### config.mk
export PLATFORM = sky130hd
export DESIGN_NAME = processor_fetch_queue
export DESIGN_NICKNAME = d
export VERILOG_FILES = /design/src/rtl/processor_pkg.sv /design/src/rtl/fetch_queue_fifo.sv /design/src/rtl/processor_fetch_queue.sv
export SDC_FILE = /design/constraint.sdc
export NUM_CORES = 1
export LEC_CHECK = 0
export ABC_AREA = 1
export CAP_MARGIN = 10
export CORE_ASPECT_RATIO = 2
export CORE_MARGIN = 2
export CORE_UTILIZATION = 30
export CTS_CLUSTER_SIZE = 24
export DETAILED_ROUTE_END_ITERATION = 10
export DONT_BUFFER_PORTS = 1
export GPL_TIMING_DRIVEN = 0
export PLACE_DENSITY_LB_ADDON = 0.05
export SLEW_MARGIN = 5
export SYNTH_ARGS = -nofsm -noshare
export SYNTH_HDL_FRONTEND = slang
export SYNTH_SLANG_ARGS = --single-unit
### constraint.sdc
create_clock -name clock -period 5.72 [get_ports clock]
set_clock_uncertainty 0.05 [all_clocks]
set_input_delay 0.572 -clock clock [delete_from_list [all_inputs] [get_ports clock]]
set_output_delay 0.572 -clock clock [all_outputs]
set_load 0.05 [all_outputs]
### src/rtl/processor_pkg.sv
// Shared definitions for the 18-bit core fetch path: default widths, reset
// address and the packed layout of one fetch-queue entry.
package processor_pkg;

  localparam int          ADDR_SIZE_DEF = 18;
  localparam int          WORD_SIZE_DEF = 18;
  localparam int unsigned RESET_IP_DEF  = 0;

  // Entry layout is {instr, ip, ip_plus_one}, packed MSB first.
  localparam int ENTRY_W = WORD_SIZE_DEF + 2 * ADDR_SIZE_DEF;

  function automatic int entry_width(input int word_w, input int addr_w);
    return word_w + 2 * addr_w;
  endfunction

endpackage

### src/rtl/fetch_queue_fifo.sv
// Synchronous FIFO holding fetched entries; flush empties it in one cycle and
// the head is read combinationally from storage (no write-to-read bypass).
module fetch_queue_fifo
  import processor_pkg::*;
#(
  parameter int WIDTH = ENTRY_W,
  parameter int DEPTH = 4
) (
  input  logic                     clock,
  input  logic                     reset,
  input  logic                     push_i,
  input  logic [WIDTH-1:0]         push_data_i,
  input  logic                     pop_i,
  input  logic                     flush_i,
  output logic                     full_o,
  output logic [$clog2(DEPTH):0]   count_o,
  output logic [WIDTH-1:0]         head_o
);

  localparam int PW = $clog2(DEPTH);
  localparam int CW = PW + 1;

  logic [WIDTH-1:0] mem_q [DEPTH];
  logic [PW-1:0]    head_q, head_d;
  logic [PW-1:0]    tail_q, tail_d;
  logic [CW-1:0]    count_q, count_d;
  logic             do_pop;

  always_comb begin
    do_pop  = pop_i && (count_q != '0);
    head_d  = head_q;
    tail_d  = tail_q;
    count_d = count_q + CW'(push_i) - CW'(do_pop);
    if (push_i) tail_d = tail_q + PW'(1);
    if (do_pop) head_d = head_q + PW'(1);
    if (flush_i) begin
      head_d  = '0;
      tail_d  = '0;
      count_d = '0;
    end
  end

  always_ff @(posedge clock) begin
    if (reset) begin
      head_q  <= '0;
      tail_q  <= '0;
      count_q <= '0;
    end else begin
      head_q  <= head_d;
      tail_q  <= tail_d;
      count_q <= count_d;
    end
  end

  // Storage is never cleared; occupancy alone decides what is valid.
  always_ff @(posedge clock) begin
    if (push_i && !flush_i) mem_q[tail_q] <= push_data_i;
  end

  assign full_o  = (count_q == CW'(DEPTH));
  assign count_o = count_q;
  assign head_o  = mem_q[head_q];

endmodule

### src/rtl/processor_fetch_queue.sv
// Decoupled instruction prefetch: issues sequential code reads, queues the
// returned words with their ip/ip+1, and flushes on a taken jump or call.
module processor_fetch_queue
  import processor_pkg::*;
#(
  parameter int          ADDR_SIZE = ADDR_SIZE_DEF,
  parameter int          WORD_SIZE = WORD_SIZE_DEF,
  parameter int          DEPTH     = 4,
  parameter int unsigned RESET_IP  = RESET_IP_DEF
) (
  input  logic                   clock,
  input  logic                   reset,
  output logic [ADDR_SIZE-1:0]   code_addr,
  output logic                   code_rd,
  input  logic [WORD_SIZE-1:0]   code_data,
  input  logic                   redirect,
  input  logic [ADDR_SIZE-1:0]   redirect_ip,
  output logic                   out_valid,
  input  logic                   out_ready,
  output logic [WORD_SIZE-1:0]   out_instr,
  output logic [ADDR_SIZE-1:0]   out_ip,
  output logic [ADDR_SIZE-1:0]   out_ip_plus_one,
  output logic [$clog2(DEPTH):0] count
);

  localparam int CW = $clog2(DEPTH) + 1;
  localparam int OW = CW + 1;
  localparam int EW = entry_width(WORD_SIZE, ADDR_SIZE);

  logic [ADDR_SIZE-1:0] fetch_q, fetch_d;
  logic [ADDR_SIZE-1:0] tag_q;
  logic                 inflight_q;
  logic [OW-1:0]        occupancy;
  logic                 issue, kill, push, pop, fifo_full;
  logic [EW-1:0]        push_entry, head_entry;

  // Reserve a slot for the outstanding read so a return can never overflow.
  always_comb begin
    occupancy = {1'b0, count} + OW'(inflight_q);
    issue     = !reset && !redirect && (occupancy < OW'(DEPTH));
    kill      = redirect;
    push      = inflight_q && !kill && !fifo_full;
    pop       = out_valid && out_ready;
    fetch_d   = fetch_q;
    if (redirect)   fetch_d = redirect_ip;
    else if (issue) fetch_d = fetch_q + ADDR_SIZE'(1);
  end

  always_ff @(posedge clock) begin
    if (reset) begin
      fetch_q    <= ADDR_SIZE'(RESET_IP);
      inflight_q <= 1'b0;
    end else begin
      fetch_q    <= fetch_d;
      inflight_q <= issue;
    end
  end

  always_ff @(posedge clock) begin
    if (issue) tag_q <= fetch_q;
  end

  assign push_entry = {code_data, tag_q, tag_q + ADDR_SIZE'(1)};

  fetch_queue_fifo #(
    .WIDTH (EW),
    .DEPTH (DEPTH)
  ) u_fifo (
    .clock       (clock),
    .reset       (reset),
    .push_i      (push),
    .push_data_i (push_entry),
    .pop_i       (pop),
    .flush_i     (redirect),
    .full_o      (fifo_full),
    .count_o     (count),
    .head_o      (head_entry)
  );

  assign code_addr = fetch_q;
  assign code_rd   = issue;
  assign out_valid = (count != '0);
  assign {out_instr, out_ip, out_ip_plus_one} = head_entry;

endmodule

==> impl_table.tex <==
\begin{tabular}{lr}
\hline
Metric & Value \\
\hline
\multicolumn{2}{l}{\textbf{Status}} \\
\quad Result of the run & finished, final reports clean \\
\multicolumn{2}{l}{\textbf{Route}} \\
\quad Via-to-Cell Ratio & 4.94 \\
\quad Overall via count from detail\_route & 6754 \\
\quad Mean routed wirelength per cell & 21.6 µm \\
\quad Antenna Violating Nets Remaining & 0 \\
\quad DRC Markers & 0 \\
\quad Detailed-router iteration count before antenna repair & 6 \\
\quad DRT iter0 DRCs & 376 \\
\quad Final wirelength & 29500 µm \\
\multicolumn{2}{l}{\textbf{Placement}} \\
\quad Final weighted congestion in routability-driven placement & 0.793 \\
\quad Area after detailed placement & 11300 µm² \\
\quad Number of I/O port buffers & 0 \\
\quad Final HPWL DP & 20600 µm \\
\quad Pre-CTS WS & 2.36 ns \\
\multicolumn{2}{l}{\textbf{Setup path}} \\
\quad Reg-to-reg critical path startpoint & u\_fifo.count\_o[0] \\
\quad Worst setup slack for register-to-register paths & 2.77 ns \\
\quad CP Class & reg2out \\
\quad Critical path capture point type & output port \\
\quad Critical path fanouts, max & 10 \\
\quad Worst setup SP type & register \\
\quad Number of cells traversed by the worst register-to-register path & 11 \\
\quad WP data required & 5.10 ns \\
\quad FF-to-FF End & u\_fifo.count\_o[2] \\
\quad Worst endpoint data arrival time & 3.26 ns \\
\multicolumn{2}{l}{\textbf{Synthesis}} \\
\quad Synth warn & 0 \\
\quad Mapped Cells & 871 \\
\quad Post-synthesis share of cell area spent on and, or, nand and nor gates & 0.116 \\
\quad \#FFs+latches synth & 262 \\
\quad Post-synthesis compound-gate area fraction & 0.0970 \\
\quad Most frequent cell after synthesis & sky130\_fd\_sc\_hd\_\_edfxtp\_1 \\
\quad Area share of the leading cell type in the synthesized netlist & 0.665 \\
\quad Cell taking the most area after synthesis & sky130\_fd\_sc\_hd\_\_edfxtp\_1 \\
\quad Leading post-synthesis cells by instance count & sky130\_fd\_sc\_hd\_\_edfxtp\_1 (234), sky130\_fd\_sc\_hd\_\_nor2\_1 (146), sky130\_fd\_sc\_hd\_\_o21ai\_0 (113) \\
\quad Avg Synthesized Cell Area & 12.1 µm² \\
\quad Portion of the post-synthesis area used by sequential elements & 0.718 \\
\quad Net count after synthesis & 921 \\
\quad Fraction of the mapped netlist area in adder cells & 0.0125 \\
\quad Post-synthesis mux area share & 0 \\
\quad Post-Synth XOR/XNOR Area & 0.0199 \\
\quad Dominant combinational cell family by area after synthesis & simple AND/OR/NAND/NOR gates \\
\quad Largest cells by area after synthesis & sky130\_fd\_sc\_hd\_\_edfxtp\_1 (66\%), sky130\_fd\_sc\_hd\_\_o21ai\_0 (5.3\%), sky130\_fd\_sc\_hd\_\_dfxtp\_1 (5.3\%) \\
\quad Number of enable flip-flop cells after synthesis & 234 \\
\quad Prevailing post-synth register cell & sky130\_fd\_sc\_hd\_\_edfxtp\_1 \\
\quad Async S/R FF share, synth & 0 \\
\quad Post-Syn Area & 10600 µm² \\
\quad Count of cell types in the netlist & 31 \\
\multicolumn{2}{l}{\textbf{Floorplan}} \\
\quad Placeable core region & 34800 µm² \\
\quad Number of placement rows & 97 \\
\quad Vertical die dimension & 269 µm \\
\quad Starting utilization of the core area & 0.304 \\
\quad Die area & 36900 µm² \\
\quad Die outline width & 137 µm \\
\quad Number of I/O pins & 117 \\
\multicolumn{2}{l}{\textbf{STA}} \\
\quad Final count of pins violating max slew & 0 \\
\quad Share of the cycle needed by the critical path after routing & 0.679 \\
\quad Slew margin rel. & 0.114 \\
\quad Setup slack after layout & 1.84 ns \\
\quad RSZ-0062 raised after global routing & no \\
\quad Worst Tran Pin Value & 1.35 ns \\
\quad Highest Clock Rate & 258 MHz \\
\quad Total setup violations reported at the end of the flow & 0 \\
\quad Final Hold Fails & 0 \\
\quad Final min period & 3.88 ns \\
\multicolumn{2}{l}{\textbf{GRT}} \\
\quad First-pass GRT wire length & 43800 µm \\
\quad Initial antenna violation count & 0 \\
\quad Total track usage & 0.160 \\
\quad Largest net degree at the start of global routing & 29 \\
\quad Vias in the first global route & 7042 \\
\quad Remaining global-route overflow & 0 \\
\multicolumn{2}{l}{\textbf{Layout}} \\
\quad Total number of nets in the final design & 956 \\
\quad Synth-to-layout area growth & 14.6\% \\
\quad Final Cell Area & 12100 µm² \\
\quad Final antenna diode count & 0 \\
\quad Share of post-route cells with drive strength above 1 & 0.0834 \\
\multicolumn{2}{l}{\textbf{Power and ir drop}} \\
\quad VDD IR-drop max & 0.000237 V \\
\quad Pleak & 4.06 nW \\
\quad Ratio of total power to cell area & 332 nW/µm² \\
\multicolumn{2}{l}{\textbf{Min path}} \\
\quad Min-Delay Startpoint & reset \\
\quad WHS Path Cells & 1 \\
\quad Kind of path behind the tightest hold check & in2reg \\
\quad Sink of the worst hold path & code\_addr[2] \\
\multicolumn{2}{l}{\textbf{CTS}} \\
\quad TritonCTS clock tree & built \\
\quad Worst-Skew Late Latency & 0.53 ns \\
\quad Hold buffer count at CTS & 0 \\
\quad Reg clk slew, reported paths & 0.07 ns \\
\quad CTS resizes & 0 \\
\quad Clock root buffer & sky130\_fd\_sc\_hd\_\_clkbuf\_16 \\
\quad Post-CTS repair timing setup buffer count & 0 \\
\quad Worst-case clock buffer depth & 3 \\
\quad Num CTS Buffers & 25 \\
\quad Htree depth & 1 \\
\quad Clock tree sinks & 262 \\
\multicolumn{2}{l}{\textbf{Job}} \\
\quad Max-cap check violation count & 0 \\
\hline
\end{tabular}
[flip-flops by register name, indices dropped and copies added (netlist names), named ones only]
| register | count |
|---|---|
| code_addr | 18 |
| inflight_q | 1 |
| tag_q | 18 |
| u_fifo.count_o | 3 |
| u_fifo.head_q | 2 |
| u_fifo.mem_q | 216 |
| u_fifo.tail_q | 2 |
[stage by stage]
stage / utilization / hold slack [ns] / std cells / setup TNS, ns / total power, W
floorplan: - / 0.391 / 871 / 0 / 0.00239
global placement: 0.320 / 0.405 / 1316 / -158.79 / 0.00245
detailed placement: 0.325 / 0.417 / 1324 / 0 / 0.00246
CTS: 0.348 / 0.0237 / 1368 / 0 / 0.00408
global route: 0.348 / 0.0298 / 1368 / 0 / 0.00416
finish: 0.348 / 0.0514 / 1368 / 0 / 0.00402
[critical path: stages, from the launching register on]
cell,delay [ns]
sky130_fd_sc_hd__dfxtp_1,0.30
sky130_fd_sc_hd__buf_2,0.25
sky130_fd_sc_hd__inv_1,0.42
sky130_fd_sc_hd__clkbuf_1,0.54
sky130_fd_sc_hd__o21ai_0,0.18
sky130_fd_sc_hd__o22ai_1,1.04
[logic make-up (layout without fill, tap and decap cells)]
kind of cell,Yosys count,count (layout)
xor gates and xnor gates,24,24
DFF,262,262
AOI/OAI and AO/OA,189,189
buffers and inverters,91,143
and+or+nand+nor,295,295
adders and majority gates,10,10
[how the worst max path moves through the flow]
stage	end	depth (start not counted)	slack, ns
detailed placement	out_ip_plus_one[13]	5	2.36
global route	out_ip_plus_one[14]	5	1.68
global placement	u_fifo.mem_q[0][4]	4	-0.78
CTS	out_ip_plus_one[13]	5	1.78
finish	out_ip_plus_one[13]	5	1.84
floorplan	u_fifo.mem_q[0][0]	4	1.79
[layer usage]
layer	track usage	part of all wire	vias to the layer above
li1	-	-	3177
met3	0.0314	0.055	48
met1	0.158	0.35	3356
met5	0	0	-
met2	0.318	0.57	173
met4	0.0570	0.031	0
[where the power goes]
group | leakage [nW] | switching [W] | internal (W) | total (W)
Sequential | 2.36 | 0.0000715 | 0.00212 | 0.00219
Combinational | 1.31 | 0.000171 | 0.0000460 | 0.000217
Clock | 0.392 | 0.000704 | 0.000910 | 0.00161
[cells in the final DEF (no fill, tap or decap), drive strengths merged]
cell        n
o22ai      54
nand2      89
o21ai     114
edfxtp    234
nor3        2
o21bai      2
xnor2      14
nand4       8
a21oi      16
nor2      151
clkinvlp    1
a31oi       3
inv        47
clkinv      9
fa          1
and2        1
bufinv      1
xor2       10
nand3      44
clkbuf     64
buf        21
dfxtp      28
ha          9
[cell type report]
cell class,count,area [µm²]
inverters,48,185
fillers,3405,22700
well taps,445,557
clock inverters,10,76.3
plain buffers,43,204
flip-flops and latches,262,7590
clock buffers,34,709
repair buffers,8,168
multi-input cells,518,2630
Note: power is estimated with default switching activity, not from simulation.
